## src/rtl/spi_pwm_pkg.sv

```systemverilog
// Shared helpers for the SPI-controlled PWM slave: sample-edge selection,
// counter widths and the duty-to-threshold conversion.
package spi_pwm_pkg;

  // True when data is sampled on the rising SCLK edge (SPI modes 0 and 3).
  function automatic logic sample_on_rising(input logic cpol, input logic cpha);
    return (cpol == cpha);
  endfunction

  // Bits needed for a counter running 0..n-1, never less than one.
  function automatic int unsigned cnt_width(input int unsigned n);
    return (n < 2) ? 1 : $clog2(n);
  endfunction

  // Number of high clocks per period for a given duty word; wide enough to never overflow.
  function automatic longint unsigned pwm_threshold(input longint unsigned duty,
                                                    input longint unsigned period,
                                                    input int unsigned     pack_length);
    return (duty * period) >> pack_length;
  endfunction

endpackage

```

## src/rtl/spi_rx_shift.sv

```systemverilog
// SPI receive front end: synchronizes CS/SCLK/MOSI, detects edges, shifts in
// one frame and strobes word_valid_o when a frame of exactly PACK_LENGTH bits ends.
module spi_rx_shift #(
  parameter logic        CPOL        = 1'b0,
  parameter logic        CPHA        = 1'b0,
  parameter int unsigned PACK_LENGTH = 8,
  parameter logic        MSB_FIRST   = 1'b1
) (
  input  logic                   clk_i,
  input  logic                   rst_ni,
  input  logic                   cs_i,
  input  logic                   sclk_i,
  input  logic                   mosi_i,
  output logic [PACK_LENGTH-1:0] word_o,
  output logic                   word_valid_o
);
  import spi_pwm_pkg::*;

  localparam int unsigned          BitCntW    = $clog2(PACK_LENGTH + 1);
  localparam logic [BitCntW-1:0]   BitMax     = BitCntW'(PACK_LENGTH);
  localparam logic                 SampleRise = sample_on_rising(CPOL, CPHA);

  logic cs_meta_q, cs_sync_q, cs_prev_q;
  logic sclk_meta_q, sclk_sync_q, sclk_prev_q;
  logic mosi_meta_q, mosi_sync_q;

  logic [BitCntW-1:0]     cnt_q, cnt_d;
  logic [PACK_LENGTH-1:0] shift_q, shift_d;
  logic                   frame_valid_q, frame_valid_d;
  logic                   word_valid_q, word_valid_d;

  logic cs_fall_c, cs_rise_c, sclk_edge_c, sample_c;

  // Two-flop synchronizers plus one history flop for edge detection; idle levels in reset.
  always_ff @(posedge clk_i or negedge rst_ni) begin
    if (!rst_ni) begin
      cs_meta_q   <= 1'b1;
      cs_sync_q   <= 1'b1;
      cs_prev_q   <= 1'b1;
      sclk_meta_q <= CPOL;
      sclk_sync_q <= CPOL;
      sclk_prev_q <= CPOL;
      mosi_meta_q <= 1'b0;
      mosi_sync_q <= 1'b0;
    end else begin
      cs_meta_q   <= cs_i;
      cs_sync_q   <= cs_meta_q;
      cs_prev_q   <= cs_sync_q;
      sclk_meta_q <= sclk_i;
      sclk_sync_q <= sclk_meta_q;
      sclk_prev_q <= sclk_sync_q;
      mosi_meta_q <= mosi_i;
      mosi_sync_q <= mosi_meta_q;
    end
  end

  // Edge detection on synchronized values; only the mode's sample edge matters.
  always_comb begin
    cs_fall_c   = cs_prev_q & ~cs_sync_q;
    cs_rise_c   = ~cs_prev_q & cs_sync_q;
    sclk_edge_c = SampleRise ? (~sclk_prev_q & sclk_sync_q) : (sclk_prev_q & ~sclk_sync_q);
    sample_c    = sclk_edge_c & ~cs_sync_q;
  end

  // Frame tracking: start clears, sample edges shift, end qualifies the word.
  always_comb begin
    cnt_d         = cnt_q;
    shift_d       = shift_q;
    frame_valid_d = frame_valid_q;
    word_valid_d  = 1'b0;
    if (cs_fall_c) begin
      cnt_d         = '0;
      shift_d       = '0;
      frame_valid_d = 1'b1;
    end else if (cs_rise_c) begin
      word_valid_d  = frame_valid_q && (cnt_q == BitMax);
      frame_valid_d = 1'b0;
    end else if (sample_c) begin
      if (cnt_q < BitMax) begin
        if (MSB_FIRST) begin
          shift_d = {shift_q[PACK_LENGTH-2:0], mosi_sync_q};
        end else begin
          shift_d = {mosi_sync_q, shift_q[PACK_LENGTH-1:1]};
        end
        cnt_d = cnt_q + BitCntW'(1);
      end else begin
        frame_valid_d = 1'b0;
      end
    end
  end

  // Frame state registers.
  always_ff @(posedge clk_i or negedge rst_ni) begin
    if (!rst_ni) begin
      cnt_q         <= '0;
      shift_q       <= '0;
      frame_valid_q <= 1'b0;
      word_valid_q  <= 1'b0;
    end else begin
      cnt_q         <= cnt_d;
      shift_q       <= shift_d;
      frame_valid_q <= frame_valid_d;
      word_valid_q  <= word_valid_d;
    end
  end

  assign word_o       = shift_q;
  assign word_valid_o = word_valid_q;

endmodule

```

## src/rtl/spi_pwm_slave.sv

```systemverilog
// SPI write-only slave: each accepted frame sets the PWM duty, which is
// applied at the next period start so the output never glitches mid-period.
module spi_pwm_slave #(
  parameter logic        CPOL                       = 1'b0,
  parameter logic        CPHA                       = 1'b0,
  parameter int unsigned PACK_LENGTH                = 8,
  parameter int unsigned PACK_BIT_SEQUENCE_TRANSMIT = 1,
  parameter int unsigned PACK_BIT_SEQUENCE_RECEIVE  = 1,
  parameter int unsigned CLOCK_FREQUENCY            = 50000000,
  parameter int unsigned PWM_FREQUENCY              = CLOCK_FREQUENCY / 32
) (
  input  logic IN_CLOCK_PWM,
  input  logic IN_RESET_PWM,
  input  logic IN_MOSI,
  input  logic IN_CS,
  input  logic IN_SCLK,
  output logic OUT_PWM_SIGNAL
);
  import spi_pwm_pkg::*;

  localparam int unsigned       Period = CLOCK_FREQUENCY / PWM_FREQUENCY;
  localparam int unsigned       CntW   = cnt_width(Period);
  localparam int unsigned       ThrW   = PACK_LENGTH + $clog2(Period) + 1;
  localparam logic [CntW-1:0]   CntMax = CntW'(Period - 1);

  logic [PACK_LENGTH-1:0] rx_word;
  logic                   rx_valid;

  logic [PACK_LENGTH-1:0] pending_q, pending_d;
  logic [PACK_LENGTH-1:0] active_q, active_d;
  logic [CntW-1:0]        pwm_cnt_q, pwm_cnt_d;
  logic                   pwm_q, pwm_d;
  logic [ThrW-1:0]        thr_d;

  // The slave never drives MISO, so the transmit bit order has no effect here.
  if (PACK_BIT_SEQUENCE_TRANSMIT != 0) begin : g_tx_order_unused
  end

  spi_rx_shift #(
    .CPOL        (CPOL),
    .CPHA        (CPHA),
    .PACK_LENGTH (PACK_LENGTH),
    .MSB_FIRST   (PACK_BIT_SEQUENCE_RECEIVE != 0)
  ) u_rx (
    .clk_i        (IN_CLOCK_PWM),
    .rst_ni       (IN_RESET_PWM),
    .cs_i         (IN_CS),
    .sclk_i       (IN_SCLK),
    .mosi_i       (IN_MOSI),
    .word_o       (rx_word),
    .word_valid_o (rx_valid)
  );

  // Period counter, duty reload at wrap (old pending wins a same-cycle update), comparator.
  always_comb begin
    pending_d = rx_valid ? rx_word : pending_q;
    if (pwm_cnt_q == CntMax) begin
      pwm_cnt_d = '0;
      active_d  = pending_q;
    end else begin
      pwm_cnt_d = pwm_cnt_q + CntW'(1);
      active_d  = active_q;
    end
    thr_d = ThrW'(pwm_threshold(64'(active_d), 64'(Period), PACK_LENGTH));
    pwm_d = (ThrW'(pwm_cnt_d) < thr_d);
  end

  // Duty, counter and output registers; output is aligned with the counter value.
  always_ff @(posedge IN_CLOCK_PWM or negedge IN_RESET_PWM) begin
    if (!IN_RESET_PWM) begin
      pending_q <= '0;
      active_q  <= '0;
      pwm_cnt_q <= '0;
      pwm_q     <= 1'b0;
    end else begin
      pending_q <= pending_d;
      active_q  <= active_d;
      pwm_cnt_q <= pwm_cnt_d;
      pwm_q     <= pwm_d;
    end
  end

  assign OUT_PWM_SIGNAL = pwm_q;

endmodule

```

## config.mk

```make
export PLATFORM = sky130hd
export DESIGN_NAME = spi_pwm_slave
export DESIGN_NICKNAME = d
export VERILOG_FILES = /design/src/rtl/spi_pwm_pkg.sv /design/src/rtl/spi_rx_shift.sv /design/src/rtl/spi_pwm_slave.sv
export SDC_FILE = /design/constraint.sdc
export NUM_CORES = 1
export LEC_CHECK = 0
export ABC_AREA = 0
export CORE_MARGIN = 3
export CORE_UTILIZATION = 52
export DETAILED_ROUTE_END_ITERATION = 8
export PLACE_DENSITY = 0.77
export RECOVER_POWER = 100
export SYNTH_ARGS = -nofsm -noshare
export SYNTH_HDL_FRONTEND = slang
export SYNTH_SLANG_ARGS = --single-unit
```

## constraint.sdc

```tcl
create_clock -name IN_CLOCK_PWM -period 1.9 [get_ports IN_CLOCK_PWM]
set_input_delay 0.19 -clock IN_CLOCK_PWM [delete_from_list [all_inputs] [get_ports IN_CLOCK_PWM]]
set_output_delay 0.19 -clock IN_CLOCK_PWM [all_outputs]
set_load 0.02 [all_outputs]
```

==> parameters.txt, run 1 <==
Parameter                              Value

Die
  Number of rows in the core area ... 19
  Core area ... 2810 um2
  Number of top-level pins ... 6
  Die outline width ... 60.6 um
  Chip height ... 60.6 um
  Initial Util ... 0.552
  Die outline area ... 3670 um2

Final layout
  Fraction of final layout cells with drive strength greater than 1 ... 0.296
  Number of nets in the layout ... 147
  Antenna cell count ... 0
  Area growth from synthesis to final layout ... 18.7%

Route
  Detailed-route vias per instance ... 5.41
  DRC violation count after routing ... 0
  1st-iter DRT viols ... 10
  Total via count in the routed design ... 898
  Initial DRT Pass Iterations ... 4
  Avg WL per Cell ... 14.5 um
  Number of nets with antenna violations after routing ... 0
  Wire length after detailed routing ... 2400 um

Timing
  Worst hold slack ... 0.363 ns
  Max-slew violation count ... 0
  Number of endpoints failing setup at the final stage ... 0
  Summed negative setup slack over all endpoints ... 0 ns
  Final setup skew ... 0.0138 ns
  Unrepaired setup endpoints after global routing ... yes
  Number of hold violations in the final report ... 0
  Worst-margin pin slew ... 0.878 ns
  Clock period minus final worst setup slack ... 1.89 ns
  Relative slew margins ... 0.415
  Final worst path period share ... 0.993
  Timing-limited maximum frequency ... 530 MHz

Logic synthesis
  Post-synthesis cell count ... 116
  Synth Flop Type ... sky130_fd_sc_hd__dfrtp_1
  Asr flop ratio synth ... 1.00
  Syn. warnings ... 0
  Post-synth EDFFs ... 0
  Post-synth top area cell ... sky130_fd_sc_hd__dfrtp_1
  Most used standard cell by instance count after synthesis ... sky130_fd_sc_hd__dfrtp_1
  Top cells by area, synth ... sky130_fd_sc_hd__dfrtp_1 (57%), sky130_fd_sc_hd__mux2_2 (6.5%), sky130_fd_sc_hd__ha_1 (6.5%)
  Area share of xor/xnor cells in the synthesized design ... 0.0113
  Leading cell types by count after synthesis ... sky130_fd_sc_hd__dfrtp_1 (35), sky130_fd_sc_hd__nor2_1 (12), sky130_fd_sc_hd__mux2_2 (9), sky130_fd_sc_hd__mux2i_1 (9), sky130_fd_sc_hd__ha_1 (8)
  Area of the mapped netlist ... 1550 um2
  Sequential-to-total area share from yosys stat ... 0.616
  Proportion of netlist area held by the largest area contributor ... 0.565
  Simple-gate area share of the yosys netlist ... 0.105
  Multiplexer share of the synthesized area ... 0.133
  Net count after synthesis ... 129
  Avg Cell Area, Syn ... 13.4 um2
  Post-synthesis share of cell area spent on full adders, half adders and majority gates ... 0.0646
  Synth unique cells ... 29
  Yosys reg bits ... 38
  Synth Area in Compound Gates ... 0.0396
  Dominant combinational cell family by area after synthesis ... multiplexers

Placed design
  Routability-driven placement congestion ratio ... 0.718
  Final HPWL DP ... 1700 um
  PortBufs ... 5

Setup path
  Number of cell instances on the worst register-to-register path ... 9
  Critical path's largest stage delay ... 0.40 ns
  Cell breakdown of the critical path ... ha_2 -> and3_4 -> ha_4 -> mux2_4 -> inv_2 -> ha_4 -> a21oi_2 -> o21ai_1 -> a21oi_1
  Setup slack of the most critical reg-to-reg path ... 0.01 ns
  Required time at the endpoint of the critical path ... 2.18 ns
  Capturing element type of the critical path ... register
  Worst setup path class ... register to register
  Largest fanout on the critical path ... 8
  Crit path max-delay cell type ... sky130_fd_sc_hd__dfrtp_1
  Data arrival time of the critical path ... 2.17 ns
  Cell occurring most often along the worst timing path ... sky130_fd_sc_hd__ha_4
  CP Launch Type ... register

Global route
  Largest net degree at the start of global routing ... 39
  Global-route wire length before repair ... 4180 um
  Overall track demand over capacity in global routing ... 0.161
  Leftover overflow at the end of global routing ... 0
  Number of global-route vias before repair ... 956
  Number of antenna violations at the first check in global routing ... 0

Clock tree
  Number of buffers added by the clock tree synthesis step ... 5
  Max clock buf depth ... 2
  Total clock sinks ... 38
  Latest clock arrival within the worst-skew pair ... 0.34 ns
  CTS H-tree depth ... 2
  CTS tree ... yes
  Root Buffer ... sky130_fd_sc_hd__clkbuf_4
  CTS clock-pin slew for the worst setup and hold paths ... 0.11 ns

Outcome
  Run status ... finished clean

Power and ir drop
  Leakage component of the power ... 0.857 nW
  Power per Cell Area ... 871 nW/um2
  Max rail drop VDD ... 0.000638 V

Flow run
  Number of max-capacitance violations reported ... 0

Worst hold path
  Hold-critical path depth ... 0
  Tightest Hold Check Type ... register to register
[kinds of logic after synthesis]
family,Yosys count
DFF,38
buffers and inverters,9
muxes,19
AOI/OAI and AO/OA,10
and+or+nand+nor,30
adders and majority gates,8
xor gates and xnor gates,2
[layout by cell type, fill, tap and decap left out, types with 2 or more instances in the layout]
cell	count
sky130_fd_sc_hd__a21oi_2	2
sky130_fd_sc_hd__dfrtp_1	35
sky130_fd_sc_hd__mux2_4	2
sky130_fd_sc_hd__buf_4	8
sky130_fd_sc_hd__bufinv_16	2
sky130_fd_sc_hd__nand3b_1	3
sky130_fd_sc_hd__ha_1	5
sky130_fd_sc_hd__a21oi_1	2
sky130_fd_sc_hd__dlygate4sd3_1	4
sky130_fd_sc_hd__ha_4	2
sky130_fd_sc_hd__inv_1	5
sky130_fd_sc_hd__nor2_1	12
sky130_fd_sc_hd__o21ai_1	2
sky130_fd_sc_hd__nor2b_1	3
sky130_fd_sc_hd__a22o_1	2
sky130_fd_sc_hd__nand2_1	4
sky130_fd_sc_hd__mux2_2	8
sky130_fd_sc_hd__clkbuf_4	5
sky130_fd_sc_hd__dfstp_2	2
sky130_fd_sc_hd__mux2i_1	8
[through the flow]
step                      worst slack (ns)  instances  utilization  power, mW  area (um2)
after floorplan                   -0.00298        116            -      0.882        1600
after global placement              0.0647        152        0.596      0.911        1670
after detailed placement         -0.000512        152        0.596      0.914        1670
after CTS                          0.00567        164        0.647       1.63        1820
after global routing               -0.0707        166        0.655       1.67        1840
final                               0.0124        166        0.655       1.60        1840
[report_power, final]
group	switching, mW	internal (mW)
sequential	0.0137	0.827
combinational	0.0314	0.0246
clock	0.258	0.446
[metal layers]
layer  vias up  wire [um]  GRT usage
met2        13       1270      0.281
met3         2         97     0.0638
met4         0         27     0.0650
li1        432          -          -
met5         -          0          0
met1       451       1010      0.175
[worst max-delay path, delay by kind of cell (launching register included)]
kind / cells / cell delay, ns
adders and majority gates: 3 / 0.58
DFF: 1 / 0.40
muxes: 1 / 0.31
AOI/OAI and AO/OA: 3 / 0.29
and+or+nand+nor: 1 / 0.18
buffers and inverters: 1 / 0.07
[area by class of cell]
type | count | area (um2)
fill | 220 | 967
tap | 31 | 38.8
clock buffer | 6 | 51.3
clock inverter | 2 | 60.1
timing repair buffer | 14 | 115
multi-input combinational | 69 | 596
sequential | 38 | 955
inverter | 6 | 22.5
[sequential cells by signal, indices dropped and copies added (netlist names)]
name                count
u_rx.cs_sync_q          1
u_rx.cs_prev_q          1
u_rx.frame_valid_q      1
u_rx.mosi_sync_q        1
u_rx.mosi_meta_q        1
active_q                5
u_rx.cnt_q              4
u_rx.sclk_sync_q        1
u_rx.sclk_prev_q        1
u_rx.sclk_meta_q        1
u_rx.cs_meta_q          1
pwm_cnt_q               5
u_rx.word_valid_o       1
u_rx.word_o             8
pending_q               5
OUT_PWM_SIGNAL          1
[worst paths after layout]
| path | start | end |
|---|---|---|
| max | pwm_cnt_q[1]$_DFF_PN0_ | OUT_PWM_SIGNAL$_DFF_PN0_ |
| min | u_rx.mosi_meta_q$_DFF_PN0_ | u_rx.mosi_sync_q$_DFF_PN0_ |
| max reg2reg | pwm_cnt_q[1]$_DFF_PN0_ | OUT_PWM_SIGNAL$_DFF_PN0_ |
| min reg2reg | u_rx.mosi_meta_q$_DFF_PN0_ | u_rx.mosi_sync_q$_DFF_PN0_ |
| max in group asynchronous | IN_RESET_PWM | u_rx.word_valid_o$_DFF_PN0_ |
| min in group asynchronous | IN_RESET_PWM | u_rx.word_o[7]$_DFFE_PN0P_ |
[repair_timing]
action                     CTS  global route
gates resized for setup      0             2
setup endpoints to repair    1             1
pin swaps                    1             1
hold endpoints to repair    35             0
buffers inserted             3             2
hold buffers                 1             0
Note: power is estimated with default switching activity, not from simulation.
==> run 2: changes to the inputs <==
--- a/config.mk
+++ b/config.mk
@@ -11,6 +11,7 @@
 export DETAILED_ROUTE_END_ITERATION = 8
 export PLACE_DENSITY = 0.77
 export RECOVER_POWER = 100
+export SETUP_SLACK_MARGIN = 0.5
 export SYNTH_ARGS = -nofsm -noshare
 export SYNTH_HDL_FRONTEND = slang
 export SYNTH_SLANG_ARGS = --single-unit
==> parameters.txt, run 2 (synthesis results as in run 1) <==
Parameter                              Value

Setup path
  Worst setup path class ... register to register
  Cell breakdown of the critical path ... ha_2 -> and3_4 -> ha_4 -> mux2_4 -> inv_2 -> ha_4 -> a21oi_2 -> o21ai_1 -> a21oi_1
  Cell occurring most often along the worst timing path ... sky130_fd_sc_hd__ha_4
  Crit path max-delay cell type ... sky130_fd_sc_hd__dfrtp_1
  Capturing element type of the critical path ... register
  CP Launch Type ... register
  Number of cell instances on the worst register-to-register path ... 9 (unchanged)
  Data arrival time of the critical path ... 2.16 ns (about the same)
  Critical path's largest stage delay ... 0.40 ns (about the same)
  Largest fanout on the critical path ... 8 (unchanged)
  Required time at the endpoint of the critical path ... 2.18 ns (about the same)

Final layout
  Final design instance area without fill ... 1890 um2 (+2.7%)
  Most frequent standard cell in the layout excluding fill and tap cells ... sky130_fd_sc_hd__dfrtp_1
  Area of the multi-input gates ... 612 um2 (+2.7%)
  Antenna cell count ... 0 (unchanged)
  Number of nets in the layout ... 151 (+2.7%)
  Fraction of final layout cells with drive strength greater than 1 ... 0.324 (+0.0274)
  Largest register FFs ... 8 (unchanged)
  Sequential Area ... 955 um2 (unchanged)
  Number of fill cells in the layout ... 214 (-2.7%)
  Post-route insts no fill ... 170 (+2.4%)
  Area growth from synthesis to final layout ... 21.8%
  Most used cells in the layout excluding fill and tap cells ... sky130_fd_sc_hd__dfrtp_1 (35), sky130_fd_sc_hd__nor2_1 (12), sky130_fd_sc_hd__buf_4 (9)

Power and ir drop
  Total power ... 1.61 mW (+0.40%)
  Power per Cell Area ... 852 nW/um2 (-2.2%)
  Max rail drop VDD ... 0.000639 V (+0.19%)
  Leakage component of the power ... 0.887 nW (+3.6%)

Die
  Number of top-level pins ... 6 (unchanged)
  Initial Util ... 0.552 (unchanged)
  Core area ... 2810 um2 (unchanged)
  Chip height ... 60.6 um (unchanged)
  Number of rows in the core area ... 19 (unchanged)
  Die outline area ... 3670 um2 (unchanged)
  Die outline width ... 60.6 um (unchanged)

Timing
  Unrepaired setup endpoints after global routing ... yes
  Worst hold slack ... 0.363 ns (-0.000130 ns)
  Number of endpoints failing setup at the final stage ... 0 (unchanged)
  Final setup skew ... 0.0134 ns (-0.000341 ns)
  Timing-limited maximum frequency ... 531 MHz (+0.23%)
  Clock period minus final worst setup slack ... 1.88 ns (-0.00437 ns)
  Relative slew margins ... 0.412 (-0.00242)
  Worst-case setup margin in the final layout ... 0.0168 ns (+0.00437 ns)
  Worst-margin pin slew ... 0.881 ns (+0.00364 ns)
  Max-slew violation count ... 0 (unchanged)
  Number of hold violations in the final report ... 0 (unchanged)
  Final worst path period share ... 0.991 (-0.00230)

Clock tree
  CTS tree ... yes
  Latest clock arrival within the worst-skew pair ... 0.34 ns (about the same)
  Root Buffer ... sky130_fd_sc_hd__clkbuf_4
  Max clock buf depth ... 2 (unchanged)
  CTS clock-pin slew for the worst setup and hold paths ... 0.11 ns (about the same)
  Number of buffers added by the clock tree synthesis step ... 5 (unchanged)
  Total clock sinks ... 38 (unchanged)
  CTS H-tree depth ... 2 (unchanged)

Route
  DRC violation count after routing ... 0 (unchanged)
  Initial DRT Pass Iterations ... 4 (unchanged)
  Number of nets with antenna violations after routing ... 0 (unchanged)
  Avg WL per Cell ... 14.5 um (+0.21%)
  1st-iter DRT viols ... 10 (unchanged)
  Detailed-route vias per instance ... 5.41 (about the same)
  Wire length after detailed routing ... 2460 um (+2.6%)
  Total via count in the routed design ... 919 (+2.3%)

Global route
  Leftover overflow at the end of global routing ... 0 (unchanged)
  Largest net degree at the start of global routing ... 39 (unchanged)
  Number of global-route vias before repair ... 957 (+0.10%)
  Number of antenna violations at the first check in global routing ... 0 (unchanged)
  Overall track demand over capacity in global routing ... 0.162 (+0.000894)
  Global-route wire length before repair ... 4210 um (+0.67%)

Placed design
  Inst Count DP ... 152 (unchanged)
  Setup WS pre-CTS ... -0.000512 ns (unchanged)
  Final HPWL DP ... 1700 um (unchanged)
  Routability-driven placement congestion ratio ... 0.718 (unchanged)
  Area post-placement ... 1670 um2 (unchanged)
  PortBufs ... 5 (unchanged)

Flow run
  Number of max-capacitance violations reported ... 0 (unchanged)

Worst hold path
  Tightest Hold Check Type ... register to register
  Hold-critical path depth ... 0 (unchanged)

Outcome
  Run status ... finished clean
-- run 2: layout make-up --
cell class	count	share of cell area
clock inverter	2	0.0318
sequential	38	0.506
tap	31	0.0206
timing repair buffer	18	0.0782
multi-input combinational	69	0.324
clock buffer	6	0.0272
inverter	6	0.0119
-- run 2: worst max-delay path, delay by kind of cell (launching register included) --
| kind | cells | cell delay (ns) |
|---|---|---|
| fa+ha+maj | 3 | 0.57 |
| flops | 1 | 0.40 |
| mux | 1 | 0.32 |
| compound gates | 3 | 0.29 |
| simple gates | 1 | 0.18 |
| buf+inv | 1 | 0.07 |
-- run 2: final timing paths --
path	from	slack, ns	to
min in group asynchronous	IN_RESET_PWM	0.50	u_rx.word_o[7]$_DFFE_PN0P_
setup / recovery	pwm_cnt_q[1]$_DFF_PN0_	0.02	OUT_PWM_SIGNAL$_DFF_PN0_
hold reg to reg	u_rx.mosi_meta_q$_DFF_PN0_	0.36	u_rx.mosi_sync_q$_DFF_PN0_
hold / removal	u_rx.mosi_meta_q$_DFF_PN0_	0.36	u_rx.mosi_sync_q$_DFF_PN0_
setup reg to reg	pwm_cnt_q[1]$_DFF_PN0_	0.02	OUT_PWM_SIGNAL$_DFF_PN0_
max in group asynchronous	IN_RESET_PWM	0.85	u_rx.word_valid_o$_DFF_PN0_
-- run 2: what timing repair did --
action / in CTS / in global routing
buffers inserted: 4 / 4
hold buffers: 1 / 0
hold endpoints to repair: 35 / 0
resized for setup: 2 / 8
setup endpoints to repair: 8 / 8
cloned: 0 / 1
pin swaps: 1 / 2
-- run 2: stage by stage --
| stage | util | TNS (ns) |
|---|---|---|
| after floorplan | - | -0.00298 |
| after global placement | 0.596 | 0 |
| after detailed placement | 0.596 | -0.000512 |
| after CTS | 0.650 | 0 |
| after global routing | 0.673 | -0.0677 |
| final | 0.673 | 0 |
-- run 2: metal layers --
metal  global-route usage  share of wire  vias up  routed length [um]
met3               0.0638          0.039        2                  97
met1                0.176           0.42      462                1030
met5                    0              0        -                   0
met4               0.0650          0.011        0                  27
met2                0.282           0.53       13                1310
li1                     -              -      442                   -
-- run 2: power by group --
group	total, mW	switching [mW]	internal, mW	leakage (nW)
sequential	0.840	0.0132	0.827	0.495
combinational	0.0642	0.0347	0.0295	0.334
clock	0.703	0.257	0.446	0.0585
==> run 3: changes to the inputs <==
--- a/config.mk
+++ b/config.mk
@@ -12,6 +12,7 @@
 export PLACE_DENSITY = 0.77
 export RECOVER_POWER = 100
 export SETUP_SLACK_MARGIN = 0.5
+export SKIP_LAST_GASP = 1
 export SYNTH_ARGS = -nofsm -noshare
 export SYNTH_HDL_FRONTEND = slang
 export SYNTH_SLANG_ARGS = --single-unit
==> parameters.txt, run 3 (synthesis results as in run 1) <==
Parameter                              Value

Worst hold path
  Hold Path Origin ... u_rx.mosi_meta_q$_DFF_PN0_
  Hold-critical path depth ... 0 (unchanged)
  Worst Hold Path EP ... u_rx.mosi_sync_q$_DFF_PN0_
  Tightest Hold Check Type ... register to register

Power and ir drop
  Internal power ... 1.30 mW (about the same)
  Max rail drop VDD ... 0.000639 V (about the same)
  Sw power ... 0.305 mW (about the same)
  Share of total power in the clock network ... 0.437 (about the same)
  Fraction of power spent switching nets ... 0.190 (about the same)
  Reg power frac ... 0.523 (about the same)
  Gate power share ... 0.040 (about the same)
  Leakage component of the power ... 0.886 nW (-0.15%)
  Power per Cell Area ... 850 nW/um2 (-0.20%)

Final layout
  Most used cells in the layout excluding fill and tap cells ... sky130_fd_sc_hd__dfrtp_1 (35), sky130_fd_sc_hd__nor2_1 (12), sky130_fd_sc_hd__mux2i_1 (8), sky130_fd_sc_hd__mux2_2 (8), sky130_fd_sc_hd__buf_4 (8)
  Fraction of final layout cells with drive strength greater than 1 ... 0.324 (unchanged)
  Largest register FFs ... 8 (unchanged)
  Area growth from synthesis to final layout ... 22.1%
  Most frequent standard cell in the layout excluding fill and tap cells ... sky130_fd_sc_hd__dfrtp_1
  Antenna cell count ... 0 (unchanged)
  Number of nets in the layout ... 151 (unchanged)
  Utilization after layout ... 0.674 (+0.00134)
  Post-route insts no fill ... 170 (unchanged)

Die
  Chip height ... 60.6 um (unchanged)
  Number of rows in the core area ... 19 (unchanged)
  Number of top-level pins ... 6 (unchanged)
  Die outline width ... 60.6 um (unchanged)
  Die outline area ... 3670 um2 (unchanged)
  Core area ... 2810 um2 (unchanged)
  Initial Util ... 0.552 (unchanged)

Placed design
  Final HPWL DP ... 1700 um (unchanged)
  PortBufs ... 5 (unchanged)
  Routability-driven placement congestion ratio ... 0.718 (unchanged)
  Setup WS pre-CTS ... -0.000512 ns (unchanged)
  Inst Count DP ... 152 (unchanged)

Timing
  Unrepaired setup endpoints after global routing ... yes
  Worst-margin pin slew ... 0.882 ns (+0.000961 ns)
  Number of endpoints failing setup at the final stage ... 0 (unchanged)
  Worst hold slack ... 0.363 ns (unchanged)
  Final setup skew ... 0.0137 ns (+0.000277 ns)
  Worst-case setup margin in the final layout ... 0.0168 ns (+0.0000351 ns)
  Max-slew violation count ... 0 (unchanged)
  Number of hold violations in the final report ... 0 (unchanged)
  Relative slew margins ... 0.412 (-0.000641)
  Summed negative setup slack over all endpoints ... 0 ns (unchanged)
  Timing-limited maximum frequency ... 531 MHz (about the same)
  Clock period minus final worst setup slack ... 1.88 ns (-0.0000351 ns)
  Final worst path period share ... 0.991 (about the same)

Route
  Initial DRT Pass Iterations ... 4 (unchanged)
  Total via count in the routed design ... 918 (-0.11%)
  1st-iter DRT viols ... 10 (unchanged)
  Avg WL per Cell ... 14.5 um (about the same)
  Wire length after detailed routing ... 2460 um (about the same)
  Detailed-route vias per instance ... 5.40 (-0.11%)
  DRC violation count after routing ... 0 (unchanged)
  Number of nets with antenna violations after routing ... 0 (unchanged)

Setup path
  Required time at the endpoint of the critical path ... 2.18 ns (about the same)
  Reg-to-reg endpoint ... OUT_PWM_SIGNAL$_DFF_PN0_
  Crit path max-delay cell type ... sky130_fd_sc_hd__dfrtp_1
  Cell breakdown of the critical path ... ha_2 -> and3_4 -> ha_4 -> mux2_4 -> inv_2 -> ha_4 -> a21oi_2 -> o21ai_1 -> a21oi_1
  Buffering stage count on the worst path with inverters included ... 1 (unchanged)
  Number of cell instances on the worst register-to-register path ... 9 (unchanged)
  CP Launch Type ... register
  Data arrival time of the critical path ... 2.16 ns (about the same)
  Capturing element type of the critical path ... register
  Worst setup path class ... register to register
  Critical path's largest stage delay ... 0.40 ns (about the same)
  Beginning of the worst register-to-register path ... pwm_cnt_q[1]$_DFF_PN0_
  Cell family contributing the most delay on the critical path ... adder cells
  Largest fanout on the critical path ... 8 (unchanged)
  Setup slack of the most critical reg-to-reg path ... 0.02 ns (about the same)
  Cell occurring most often along the worst timing path ... sky130_fd_sc_hd__ha_4

Outcome
  Run status ... finished clean

Clock tree
  CTS clock-pin slew for the worst setup and hold paths ... 0.11 ns (about the same)
  CTS tree ... yes
  Root Buffer ... sky130_fd_sc_hd__clkbuf_4
  CTS H-tree depth ... 2 (unchanged)
  Max clock buf depth ... 2 (unchanged)
  Total clock sinks ... 38 (unchanged)
  Latest clock arrival within the worst-skew pair ... 0.34 ns (about the same)
  Number of buffers added by the clock tree synthesis step ... 5 (unchanged)

Flow run
  Number of max-capacitance violations reported ... 0 (unchanged)

Global route
  Global-route wire length before repair ... 4210 um (unchanged)
  Largest net degree at the start of global routing ... 39 (unchanged)
  Overall track demand over capacity in global routing ... 0.162 (unchanged)
  Number of global-route vias before repair ... 957 (unchanged)
  Number of antenna violations at the first check in global routing ... 0 (unchanged)
  Leftover overflow at the end of global routing ... 0 (unchanged)
## run 3: power by group through the flow
stage | clock (mW) | sequential (mW) | combinational [mW]
6_report | 0.703 | 0.840 | 0.0643
3_3_place_gp | 0 | 0.856 | 0.0551
2_1_floorplan | 0 | 0.853 | 0.0295
3_5_place_dp | 0 | 0.857 | 0.0576
5_1_grt | 0.761 | 0.843 | 0.0724
4_1_cts | 0.725 | 0.840 | 0.0630
## run 3: final cells by class
| class | count | area, um2 |
|---|---|---|
| fillers | 214 | 915 |
| repair buffers | 18 | 151 |
| clock inverters | 2 | 60.1 |
| flip-flops and latches | 38 | 955 |
| multi-input cells | 69 | 612 |
| clock buffers | 6 | 51.3 |
| well taps | 31 | 38.8 |
| inverters | 6 | 22.5 |
## run 3: worst max-delay path by stage
stage | from | to | depth (start not counted)
finish | pwm_cnt_q[1]$_DFF_PN0_ | OUT_PWM_SIGNAL$_DFF_PN0_ | 9
global route | pwm_cnt_q[1]$_DFF_PN0_ | OUT_PWM_SIGNAL$_DFF_PN0_ | 9
CTS | pwm_cnt_q[1]$_DFF_PN0_ | OUT_PWM_SIGNAL$_DFF_PN0_ | 9
detailed placement | pwm_cnt_q[1]$_DFF_PN0_ | OUT_PWM_SIGNAL$_DFF_PN0_ | 9
global placement | pwm_cnt_q[1]$_DFF_PN0_ | OUT_PWM_SIGNAL$_DFF_PN0_ | 9
floorplan | pwm_cnt_q[0]$_DFF_PN0_ | OUT_PWM_SIGNAL$_DFF_PN0_ | 10
## run 3: what timing repair did
action	CTS	global route
gates resized for setup	2	6
endpoints found under the setup margin	8	8
cloned	0	1
hold buffers	1	0
buffers inserted	4	4
hold endpoints to repair	35	0
pin swaps	1	2
## run 3: per-layer routing
metal  vias up  wire length (um)  global-route usage
li1        442                 -                   -
met1       461              1030               0.176
met2        13              1310               0.282
met3         2                97              0.0638
met4         0                27              0.0650
met5         -                 0                   0
## run 3: through the flow
step                area, um2  total power, mW
finish                   1890             1.61
global route             1890             1.68
CTS                      1820             1.63
detailed placement       1670            0.914
global placement         1670            0.911
floorplan                1600            0.882
## run 3: worst reg2reg max path, delay by kind of cell (launching register included)
kind / cells / cell delay [ns]
AOI/OAI and AO/OA: 3 / 0.29
DFF: 1 / 0.40
muxes: 1 / 0.32
adders and majority gates: 3 / 0.57
buffers and inverters: 1 / 0.07
and+or+nand+nor: 1 / 0.18
